[config.mk]
export PLATFORM = sky130hd
export DESIGN_NAME = spi_receive_scratch
export DESIGN_NICKNAME = d
export VERILOG_FILES = /design/src/rtl/spi_pkg.sv /design/src/rtl/sync_ff.sv /design/src/rtl/spi_receive_scratch.sv
export SDC_FILE = /design/constraint.sdc
export NUM_CORES = 1
export LEC_CHECK = 0
export BUFFER_PORTS_ARGS = -buffer_cell sky130_fd_sc_hd__buf_2
export CAP_MARGIN = 20
export CORE_MARGIN = 4
export CORE_UTILIZATION = 40
export DETAILED_ROUTE_END_ITERATION = 6
export HOLD_SLACK_MARGIN = 0.03
export PLACE_DENSITY = 0.65
export SLEW_MARGIN = 20
export SYNTH_ARGS = -nofsm -noshare
export SYNTH_HDL_FRONTEND = slang
export SYNTH_SLANG_ARGS = --single-unit
[constraint.sdc]
create_clock -name i_Clk -period 3.9 [get_ports i_Clk]
set_clock_uncertainty 0.05 [all_clocks]
set_input_delay 0.195 -clock i_Clk [delete_from_list [all_inputs] [get_ports i_Clk]]
set_output_delay 0.195 -clock i_Clk [all_outputs]
set_load 0.05 [all_outputs]
[src/rtl/spi_pkg.sv]
// Shared definitions for the SCRATCH SPI link: FSM encoding, line polarities
// and the bit-counter sizing helper.
`default_nettype none

package spi_pkg;

  typedef enum logic [1:0] {
    WAIT_IDLE = 2'b00,
    IDLE      = 2'b01,
    SHIFT     = 2'b10
  } state_t;

  localparam logic CS_ACTIVE    = 1'b0;
  localparam logic EDGE_FALLING = 1'b0;
  localparam logic EDGE_RISING  = 1'b1;

  // Counter must reach DATASIZE+1 so that an overrun is distinguishable.
  function automatic int cnt_width(input int datasize);
    return $clog2(datasize + 2);
  endfunction

endpackage

`default_nettype wire

[src/rtl/sync_ff.sv]
// Single-bit multi-stage synchronizer with asynchronous reset to a chosen level.
`default_nettype none

module sync_ff #(
  parameter int   SYNC_STAGES = 2,
  parameter logic RESET_VAL   = 1'b0
) (
  input  logic clk,
  input  logic rst,
  input  logic d,
  output logic q
);

  logic [SYNC_STAGES-1:0] chain;

  always_ff @(posedge clk or posedge rst) begin
    if (rst) chain <= {SYNC_STAGES{RESET_VAL}};
    else     chain <= {chain[SYNC_STAGES-2:0], d};
  end

  assign q = chain[SYNC_STAGES-1];

endmodule

`default_nettype wire

[src/rtl/spi_receive_scratch.sv]
// SPI slave deserializer: oversamples SCLK/MOSI/CS, shifts MSB-first frames on
// the selected SCLK edge and strobes each complete word out.
`default_nettype none

module spi_receive_scratch
  import spi_pkg::*;
#(
  parameter int DATASIZE    = 16,
  parameter int SYNC_STAGES = 2
) (
  input  logic                i_Clk,
  input  logic                i_Rst,
  input  logic                i_Enable,
  input  logic                i_EdgeShape,
  input  logic                i_SCLK,
  input  logic                i_MOSI,
  input  logic                i_CS,
  output logic [DATASIZE-1:0] o_Data,
  output logic                o_Valid,
  output logic                o_Busy,
  output logic                o_FrameError
);

  localparam int            CW       = cnt_width(DATASIZE);
  localparam logic [CW-1:0] CNT_FULL = CW'(DATASIZE);
  localparam logic [CW-1:0] CNT_OVR  = CW'(DATASIZE + 1);

  logic sclk_s, mosi_s, cs_s;
  logic sclk_d, cs_d;
  logic [SYNC_STAGES-1:0] fill;
  logic settled;

  state_t              state;
  logic [DATASIZE-1:0] shift;
  logic [CW-1:0]       count;

  logic                sclk_rise, sclk_fall, cs_rise, cs_fall, sample_edge;
  logic [DATASIZE-1:0] shift_next, shift_final;
  logic [CW-1:0]       count_next, count_final;

  sync_ff #(.SYNC_STAGES(SYNC_STAGES), .RESET_VAL(1'b0)) u_sync_sclk (
    .clk(i_Clk), .rst(i_Rst), .d(i_SCLK), .q(sclk_s)
  );

  sync_ff #(.SYNC_STAGES(SYNC_STAGES), .RESET_VAL(1'b0)) u_sync_mosi (
    .clk(i_Clk), .rst(i_Rst), .d(i_MOSI), .q(mosi_s)
  );

  sync_ff #(.SYNC_STAGES(SYNC_STAGES), .RESET_VAL(1'b1)) u_sync_cs (
    .clk(i_Clk), .rst(i_Rst), .d(i_CS), .q(cs_s)
  );

  // The CS chain shows its reset value until refilled; WAIT_IDLE must not trust it before then.
  always_ff @(posedge i_Clk or posedge i_Rst) begin
    if (i_Rst) begin
      sclk_d <= 1'b0;
      cs_d   <= 1'b1;
      fill   <= '0;
    end else begin
      sclk_d <= sclk_s;
      cs_d   <= cs_s;
      fill   <= {fill[SYNC_STAGES-2:0], 1'b1};
    end
  end

  assign settled     = fill[SYNC_STAGES-1];
  assign sclk_rise   = sclk_s & ~sclk_d;
  assign sclk_fall   = ~sclk_s & sclk_d;
  assign cs_rise     = cs_s & ~cs_d;
  assign cs_fall     = ~cs_s & cs_d;
  assign sample_edge = (i_EdgeShape == EDGE_RISING) ? sclk_rise : sclk_fall;

  assign shift_next  = {shift[DATASIZE-2:0], mosi_s};
  assign count_next  = (count == CNT_OVR) ? count : count + CW'(1);
  // A sampling edge coinciding with CS rising is part of the frame.
  assign shift_final = sample_edge ? shift_next : shift;
  assign count_final = sample_edge ? count_next : count;

  always_ff @(posedge i_Clk or posedge i_Rst) begin
    if (i_Rst) begin
      state        <= WAIT_IDLE;
      shift        <= '0;
      count        <= '0;
      o_Data       <= '0;
      o_Valid      <= 1'b0;
      o_Busy       <= 1'b0;
      o_FrameError <= 1'b0;
    end else begin
      o_Valid      <= 1'b0;
      o_FrameError <= 1'b0;
      case (state)
        WAIT_IDLE: begin
          if (settled && cs_s != CS_ACTIVE) state <= IDLE;
        end
        IDLE: begin
          if (cs_fall) begin
            if (i_Enable) begin
              shift  <= '0;
              count  <= '0;
              o_Busy <= 1'b1;
              state  <= SHIFT;
            end else begin
              state <= WAIT_IDLE;
            end
          end
        end
        SHIFT: begin
          shift <= shift_final;
          count <= count_final;
          if (cs_rise) begin
            o_Busy <= 1'b0;
            state  <= IDLE;
            if (count_final == CNT_FULL) begin
              o_Data  <= shift_final;
              o_Valid <= 1'b1;
            end else begin
              o_FrameError <= 1'b1;
            end
          end
        end
        default: state <= WAIT_IDLE;
      endcase
    end
  end

endmodule

`default_nettype wire

==> results of run 1 <==
-- sequential cells by signal, indices dropped and copies added, names as in the netlist, 2 cells and up --
name,flops
shift,16
state,2
count,5
fill,2
u_sync_mosi.chain,2
u_sync_cs.chain,2
o_Data,16
u_sync_sclk.chain,2
-- cell type report --
cell class,count,share of cell area [%]
Sequential cell,52,50.1
Multi-Input combinational cell,140,35.7
Timing Repair Buffer,30,6.53
Tap cell,72,3.46
Clock buffer,6,3.17
Clock inverter,2,0.528
Inverter,3,0.480
-- critical path, stage by stage (launching register included) --
cell      delay (ns)
dfrtp_1         0.37
or3b_4          0.25
and2_1          0.58
a211oi_1        0.27
a221oi_4        0.53
buf_4           0.31
mux2_2          0.35
-- power by group through the flow --
stage | Sequential [mW] | Clock (mW) | Combinational, mW
6_report | 0.568 | 0.316 | 0.0668
5_1_grt | 0.571 | 0.362 | 0.0778
4_1_cts | 0.568 | 0.336 | 0.0677
3_5_place_dp | 0.579 | 0 | 0.0649
3_3_place_gp | 0.578 | 0 | 0.0633
2_1_floorplan | 0.577 | 0 | 0.0468
-- synthesized netlist by cell type, drive strengths merged --
master | count | area share, %
a211oi | 1 | 0.33
a21boi | 1 | 0.33
a21o | 1 | 0.33
a21oi | 2 | 0.43
a221oi | 1 | 1.1
a22o | 19 | 7.2
a22oi | 2 | 0.65
a2bb2oi | 1 | 0.38
and2 | 1 | 0.27
and4bb | 1 | 0.54
buf | 4 | 1.8
clkbuf | 5 | 0.81
conb | 1 | 0.16
dfrtp | 49 | 53
dfstp | 3 | 3.4
ha | 2 | 1.1
inv | 3 | 0.49
mux2 | 16 | 9.3
nand2 | 53 | 8.6
nand2b | 5 | 1.4
nand3 | 3 | 0.65
nand3b | 1 | 0.33
nand4b | 1 | 0.38
nor2 | 7 | 1.1
nor2b | 1 | 0.27
nor3 | 2 | 0.43
nor3b | 1 | 0.33
o21ai | 12 | 2.6
or2 | 1 | 0.27
or2b | 1 | 0.33
or3b | 1 | 0.49
or4 | 1 | 0.49
xor2 | 1 | 0.38
-- final timing paths --
kind	slack (ns)	from	endpoint	depth (start not counted)
min reg2reg	0.31	fill[0]	fill[1]	0
min	-0.01	i_Rst	u_sync_mosi.chain[0]	2
max	1.07	sclk_d	o_Data[9]	6
min in group i_Clk	0.20	i_Enable	state[1]	3
max in group asynchronous	3.30	i_Rst	o_Data[9]	2
max reg2reg	1.07	sclk_d	o_Data[9]	6
-- per-stage QoR --
step / setup WS, ns / instances / hold WS [ns] / util (%) / cell area (sq um)
global route: 0.888 / 305 / 0.0495 / 47.0 / 2610
floorplan: 1.47 / 204 / 0.149 / - / 2300
detailed placement: 1.06 / 294 / 0.252 / 44.6 / 2470
CTS: 1.00 / 305 / 0.133 / 46.9 / 2600
finish: 1.07 / 305 / -0.0141 / 47.0 / 2610
global placement: 1.13 / 294 / 0.250 / 44.6 / 2470
-- repair_timing --
item,4_1_cts,5_1_grt
gates resized for setup,0,0
endpoints found under the hold margin,3,0
hold buffers,3,0
endpoints found under the setup margin,0,0
buffers inserted,0,0
-- per-layer routing --
layer	GRT usage, %	up-vias	share of wire, %
met3	4.05	7	6.4
met5	0	-	0
li1	-	759	-
met4	4.68	0	1.8
met2	19.0	41	44
met1	17.8	763	48
-- cells by family after synthesis --
family,count (synthesis),synth area share [%]
mux,16,9.28
buf+inv,12,3.15
flops,52,56.6
simple gates,80,15.9
compound gates,40,13.4
fa+ha+maj,2,1.09
xor+xnor,1,0.380
other cells,1,0.163
==> metrics.yaml, run 1 <==
floorplanning:
  coreArea_sq_um: 5540
  die_x_um: 83.9
  start_util_pct: 41.6
  ios: 26
  fp.dieH_um: 83.9
  dieArea_sq_um: 7040
  rows: 27
placed_design:
  dp_hpwl_mm: 2.75
  globalplace.congestion: 0.791
  port-buffer-count: 25
grt:
  antenna_found_initial: 0
  grt_usage_pct: 12.9
  grt_max_degree: 53
  grt_pass1_wl_mm: 7.45
  gr-total-overflow: 0
  grt_pass1_vias: 1534
clock_network:
  clockRootBuffer: "clkbuf_8"
  cts_buffer_depth: 2
  clock-sinks: 52
  clkLatencyLatePin_ns: 0.30
  htreeDepth: 2
  path_clk_slew_ns: 0.09
  cts_buffers: 5
  cts_tree: "yes"
pwr:
  p_sw_share_pct: 24.2
  power.leakage_nw: 1.30
  p_total_mw: 0.951
  seq_power_share_pct: 59.8
  power.internal_mw: 0.720
  max-vdd-ir-drop_mv: 0.240
  p_per_area_nw_per_um2: 365
  p_clk_share_pct: 33.2
  p_switching_mw: 0.230
  pwr-share-comb_pct: 7.0
synth:
  synth-seq-cells: 52
  ys_seq_area_share_pct: 56.6
  avgSynthCellArea_sq_um: 11.3
  netlist_area_sq_um: 2300
  synth_cell_types: 38
  yosys_warnings: 0
  synthCells: 204
  synth_nets: 213
layout:
  area.sequential_sq_um: 1310
  nets: 241
  multiInputGateArea_sq_um: 931
  drive_gt1_share_pct: 25.8
  mostFrequentLayoutCell: "nand2_1"
  mostFrequentLayoutCells: "nand2_1 (53), dfrtp_1 (49), buf_2 (25), a22o_1 (19), o21ai_0 (11)"
  antenna_cells: 0
  fillers: 526
  syn_to_final_growth_pct: 13.0
sta:
  period_share_pct: 72.6
  maxSlewViolCount: 0
  max_freq_ghz: 0.353
  hold_viol: 16
  period_minus_slack_ns: 2.83
  setup-violations-final: 0
  rsz0062_at_grt: "no"
  fin_setup_tns_ns: 0
  worstMarginPinSlew_ns: 0.862
  hold_ws_ns: -0.0141
  max_slew_margin_pct: 42.5
outcome:
  outcome: "finished, violations left"
  violations: "hold timing"
flow_run:
  max_cap_violations: 0
drt:
  vias_per_cell: 5.15
  final_antenna_net_count: 0
  drc: 0
  wirelength_mm: 4.12
  vias: 1570
  drt_pre_antenna_iters: 4
  first_iter_violations: 105
  wl_per_cell_um: 13.5
setup_path:
  path_class: "reg2reg"
  cp_data_required_time_ns: 4.04
  worstSetupStartpointType: "flip-flop"
  cp_max_fo: 20
  arrival_ns: 2.97
  cp-end-kind: "flip-flop"
min_path:
  min_path_type: "in2async"
No activity file was read; power rests on OpenSTA's default activity.
==> run 2, diff against run 1 <==
--- a/config.mk
+++ b/config.mk
@@ -5,6 +5,7 @@
 export SDC_FILE = /design/constraint.sdc
 export NUM_CORES = 1
 export LEC_CHECK = 0
+export ABC_AREA = 1
 export BUFFER_PORTS_ARGS = -buffer_cell sky130_fd_sc_hd__buf_2
 export CAP_MARGIN = 20
 export CORE_MARGIN = 4
==> constraint.sdc (replaced) <==
create_clock -name i_Clk -period 2.9 [get_ports i_Clk]
set_clock_uncertainty 0.05 [all_clocks]
set_input_delay 0.145 -clock i_Clk [delete_from_list [all_inputs] [get_ports i_Clk]]
set_output_delay 0.145 -clock i_Clk [all_outputs]
set_load 0.05 [all_outputs]
==> run 2 against run 1 <==
Effect of this change: the run now ends clean; register-to-register slack worse by 0.17 ns; synthesized cell count rose by 38%; clock power is 55% higher; area after synthesis grew 7.3%; highest routed layer unchanged; setup slack worse by 0.17 ns; critical endpoint is now o_Data[13]; worst hold slack improved by 0.19 ns; critical path depth is 6 higher; clock-buffer cell count is 1 lower; non-clock buffer count up 1; final cell count increased by 27%; via count up 21%; core utilization barely moved.
==> metrics.yaml, run 2 <==
sta:
  period_minus_slack_ns: 2.00
  max_freq_ghz: 0.499
  worstMarginPinSlew_ns: 0.553
  rsz0062_at_grt: "no"
  hold_ws_ns: 0.174
  worst_slack_ns: 0.898
  fin_setup_tns_ns: 0
  period_share_pct: 69.0
  setup-violations-final: 0
  hold_viol: 0
  maxSlewViolCount: 0
  max_slew_margin_pct: 63.1
layout:
  nets: 319
  antenna_cells: 0
  multiInputGateArea_sq_um: 975
  stdcell_area_sq_um: 2800
  fillers: 583
  mostFrequentLayoutCell: "nand2_1"
  final_util_pct: 47.0
  mostFrequentLayoutCells: "nand2_1 (95), dfrtp_1 (49), o21ai_0 (37), inv_1 (27), buf_2 (25)"
  area.sequential_sq_um: 1310
  drive_gt1_share_pct: 19.9
  final_cells: 386
  top_regs: "o_Data: 16 flops, shift: 16 flops, count: 5 flops"
  syn_to_final_growth_pct: 13.2
floorplanning:
  ios: 26
  fp.dieH_um: 86.6
  rows: 28
  coreArea_sq_um: 5960
  start_util_pct: 41.5
  dieArea_sq_um: 7500
  die_x_um: 86.6
clock_network:
  post_cts_resize_count: 0
  cts_buffers: 5
  clockRootBuffer: "clkbuf_8"
  cts_tree: "yes"
  clock-sinks: 52
  htreeDepth: 2
  path_clk_slew_ns: 0.09
  cts_buffer_depth: 2
  cts_setup_buffers: 0
  clkLatencyLatePin_ns: 0.31
grt:
  gr-total-overflow: 0
  grt_pass1_wl_mm: 8.22
  grt_pass1_vias: 1794
  grt_max_degree: 35
  grt_usage_pct: 13.8
  antenna_found_initial: 0
synth:
  yosys_warnings: 0
  synth.most_common_cell: "nand2_1"
  async_reset_ff_share_pct: 100
  avgSynthCellArea_sq_um: 8.77
  yosys_most_used_dff: "dfrtp_1"
  netlist_area_sq_um: 2470
  yosysTopAreaCellShare_pct: 49.6
  synthCells: 282
  synth_cell_types: 30
  ys_top_cells_by_count: "nand2_1 (95), dfrtp_1 (49), o21ai_0 (37)"
  synth_area_leaders: "dfrtp_1 (50%), nand2_1 (14%), o21ai_0 (7.5%)"
  synth_top_area_cell: "dfrtp_1"
  synth_edf_count: 0
  ys_seq_area_share_pct: 52.8
  synth-seq-cells: 52
  synth_nets: 291
drt:
  vias: 1894
  wl_per_cell_um: 12.1
  drt_pre_antenna_iters: 4
  wl_met1_mm: 2.32
  topRoutingLayerUsed: "met4"
  first_iter_violations: 104
  vias_per_cell: 4.91
  wirelength_mm: 4.69
  drc: 0
  wl_met2_mm: 2.04
  final_antenna_net_count: 0
  met3WireLength_um: 259
placed_design:
  dp.cells: 374
  port-buffer-count: 25
  dp_hpwl_mm: 3.34
  placed_area_sq_um: 2650
  globalplace.congestion: 0.824
  place_ws_ns: 0.883
setup_path:
  r2r_cells: 12
  cp_data_required_time_ns: 3.05
  worstSetupStartpointType: "flip-flop"
  cp-end-kind: "flip-flop"
  arrival_ns: 2.15
  path_class: "reg2reg"
  cp_max_fo: 17
pwr:
  power.leakage_nw: 1.39
  p_per_area_nw_per_um2: 655
  p_total_mw: 1.83
  max-vdd-ir-drop_mv: 0.407
min_path:
  hold-path-cell-count: 3
  min_path_type: "in2reg"
flow_run:
  max_cap_violations: 0
outcome:
  outcome: "finished, final reports clean"
## run 2: cell count changes in the layout (fill, tap and decap cells not counted), sizes merged, moves of 2 or more
cell,change
a21oi,-2
nand2,+48
nor3,-2
inv,+31
nand3,+2
o21ai,+27
o22ai,+3
nand4,+23
a22oi,-2
a22o,-19
nand2b,-5
mux2,-16
## run 2: metal layers
metal	track usage (%)	up-vias
li1	-	968
met1	19.9	877
met2	20.1	43
met3	3.71	6
met4	4.39	0
met5	0	-
## run 2: critical path: stages, from the launching register on
cell and delay (ns):
dfrtp_1 0.44, inv_1 0.10, ha_1 0.19, nand2_1 0.06
clkinv_1 0.06, nand2_2 0.12, nand3_2 0.11, nand2_1 0.07
nand2_1 0.06, nor2_2 0.20, nand4_4 0.25, nand2_1 0.14
nand2_1 0.05
## run 2: final timing paths
check	startpoint	end	slack, ns
setup / recovery	count[1]	o_Data[13]	0.90
hold / removal	i_Enable	o_Busy	0.17
setup reg to reg	count[1]	o_Data[13]	0.90
hold reg to reg	u_sync_mosi.chain[0]	u_sync_mosi.chain[1]	0.30
max in group asynchronous	i_Rst	o_FrameError	1.69
min in group asynchronous	i_Rst	shift[4]	0.38
## run 2: repair_timing
item                                    4_1_cts  5_1_grt
hold endpoints to repair                     27        0
endpoints found under the setup margin        0        0
hold buffers                                  4        0
## run 2: final cells by class
cell class	count	area share, %
clock buffer	5	2.46
clock inverter	3	1.52
inverter	35	4.78
multi-input combinational	185	34.8
sequential	52	46.6
tap	75	3.35
timing repair buffer	31	6.44
## run 2: cell families after synthesis
family | Yosys count | synth area share, %
other cells | 1 | 0.152
simple gates | 137 | 28.1
buf+inv | 45 | 7.79
flops | 52 | 52.8
fa+ha+maj | 2 | 1.01
xor+xnor | 1 | 0.354
compound gates | 44 | 9.77
## run 2: report_power, final
part	total, mW	internal (mW)	switching [mW]
combinational	0.484	0.142	0.343
sequential	0.859	0.788	0.0710
clock	0.490	0.255	0.235
==> run 3, diff against run 2 <==
==> constraint.sdc (replaced) <==
create_clock -name i_Clk -period 2.05 [get_ports i_Clk]
set_clock_uncertainty 0.05 [all_clocks]
set_input_delay 0.1025 -clock i_Clk [delete_from_list [all_inputs] [get_ports i_Clk]]
set_output_delay 0.1025 -clock i_Clk [all_outputs]
set_load 0.05 [all_outputs]
==> run 3 against run 2 <==
Effect of this change: sequential share of layout area is 0.98 points lower; worst hold slack worse by 0.079 ns; setup slack worse by 0.73 ns; flip-flop and latch count stayed put; critical path depth stayed put; via count is 2.6% higher; fmax is 6.5% higher; total power is 39% higher; final cell count is 2.1% higher; design area is 2.2% higher; critical path type unchanged; largest cell class unchanged.
==> metrics.yaml, run 3 (synthesized netlist as in run 2, its figures left out) <==
setup_path:
  r2r_cells: 12
  crit_chain: "ha_1, nand2_1, clkinv_1, nand2_2, nand3_2, nand2_1, nand2_1, nor2_2, nand4_4, buf_12, nand2_1, nand2_1"
  cp_max_fo: 16
  worst-r2r-setup-slack_ns: 0.17
  cp-end-kind: "flip-flop"
  worstSetupStartpointType: "flip-flop"
  critPathMaxStageDelay_ns: 0.48
  crit_buf_inv: 2
  cpMostUsedCell: "nand2_1"
  cpMaxStageDelayCell: "dfrtp_1"
  arrival_ns: 2.04
  path_class: "reg2reg"
  critPathTopFamily: "simple AND/OR/NAND/NOR gates"
  cp_data_required_time_ns: 2.21
  r2r-end: "o_Data[6]"
  r2r_start: "count[0]"
placed_design:
  globalplace.congestion: 0.860
  placed_area_sq_um: 2680
  port-buffer-count: 25
  place_ws_ns: 0.0424
  dp_hpwl_mm: 3.37
drt:
  vias: 1944
  wirelength_mm: 4.90
  first_iter_violations: 102
  drt_pre_antenna_iters: 4
  final_antenna_net_count: 0
  wl_per_cell_um: 12.4
  drc: 0
  vias_per_cell: 4.93
layout:
  nets: 327
  drive_gt1_share_pct: 22.3
  mostFrequentLayoutCells: "nand2_1 (95), dfrtp_1 (48), o21ai_0 (37), inv_1 (27), buf_2 (25)"
  syn_to_final_growth_pct: 15.7
  multiInputGateArea_sq_um: 975
  top_regs: "o_Data: 16 flops, shift: 16 flops, count: 5 flops"
  fillers: 575
  area.sequential_sq_um: 1310
  stdcell_area_sq_um: 2860
  antenna_cells: 0
  mostFrequentLayoutCell: "nand2_1"
floorplanning:
  fp.dieH_um: 86.6
  die_x_um: 86.6
  coreArea_sq_um: 5960
  ios: 26
  dieArea_sq_um: 7500
  start_util_pct: 41.5
  rows: 28
clock_network:
  htreeDepth: 2
  path_clk_slew_ns: 0.10
  cts_tree: "yes"
  clock-sinks: 52
  clockRootBuffer: "clkbuf_8"
  cts_buffer_depth: 2
  clkLatencyLatePin_ns: 0.31
  cts_buffers: 5
sta:
  worst_slack_ns: 0.170
  max_slew_margin_pct: 57.9
  hold_viol: 0
  hold_ws_ns: 0.0946
  period_share_pct: 91.7
  worstMarginPinSlew_ns: 0.631
  fin_setup_tns_ns: 0
  max_freq_ghz: 0.532
  maxSlewViolCount: 0
  setup-violations-final: 0
  period_minus_slack_ns: 1.88
grt:
  grt_pass1_vias: 1861
  grt_max_degree: 31
  antenna_found_initial: 0
  grt_usage_pct: 14.4
  gr-total-overflow: 0
  grt_pass1_wl_mm: 8.57
min_path:
  worstHoldStart: "i_Enable"
  min_to: "o_Busy"
  min_path_type: "in2reg"
  hold-path-cell-count: 3
outcome:
  outcome: "finished, final reports clean"
pwr:
  p_total_mw: 2.55
  max-vdd-ir-drop_mv: 0.411
  power.leakage_nw: 1.43
  p_per_area_nw_per_um2: 893
flow_run:
  max_cap_violations: 0
## run 3: cell count changes in the layout (fill, tap and decap cells not counted), sizes merged
| cell | previous run | this run |
|---|---|---|
| buf | 27 | 35 |
| clkinv | 2 | 4 |
| clkinvlp | 1 | 0 |
| bufinv | 1 | 0 |
## run 3: worst register-to-register path, stage by stage (launching register included)
cell and delay, ns:
dfrtp_1 0.48, ha_1 0.23, nand2_1 0.06, clkinv_1 0.07, nand2_2 0.11, nand3_2 0.11
nand2_1 0.07, nand2_1 0.06, nor2_2 0.14, nand4_4 0.13, buf_12 0.17, nand2_1 0.06
nand2_1 0.05
## run 3: through the flow
step / utilization [%] / std cells
after floorplan: - / 282
after global placement: 45.0 / 378
after detailed placement: 45.0 / 378
after CTS: 47.1 / 390
after global routing: 48.0 / 394
final: 48.0 / 394
## run 3: cell type report
| cell class | instances | area share, % |
|---|---|---|
| Clock buffer | 5 | 2.40 |
| Clock inverter | 3 | 0.656 |
| Inverter | 35 | 4.68 |
| Multi-Input combinational cell | 185 | 34.1 |
| Sequential cell | 52 | 45.6 |
| Tap cell | 75 | 3.28 |
| Timing Repair Buffer | 39 | 9.27 |
## run 3: what timing repair did
action | 4_1_cts | 5_1_grt
buffers inserted | 0 | 4
hold endpoints to repair | 28 | 0
setup endpoints to repair | 0 | 17
resized for setup | 0 | 1
hold buffers | 4 | 0
## run 3: metal layers
layer	wire (um)	GRT usage, %	vias to the layer above
li1	-	-	984
met1	2410	19.4	920
met2	2240	22.5	38
met3	217	3.80	2
met4	33	4.67	0
met5	0	0	-
## run 3: worst max path at each step
stage / start / endpoint / slack (ns) / depth (start not counted)
after floorplan: count[1] / o_Data[0] / 0.30 / 13
after global placement: count[1] / o_Data[4] / 0.07 / 11
after detailed placement: count[1] / o_Data[6] / 0.04 / 11
after CTS: count[1] / o_Data[9] / 0.05 / 11
after global routing: count[1] / o_Data[4] / -0.003 / 13
final: count[0] / o_Data[6] / 0.17 / 12
## run 3: power by group
group | total [mW] | leakage (nW) | internal [mW] | switching (mW)
registers | 1.22 | 0.691 | 1.12 | 0.105
logic | 0.753 | 0.693 | 0.260 | 0.493
clock network | 0.580 | 0.0479 | 0.239 | 0.341
total | 2.55 | 1.43 | 1.62 | 0.939
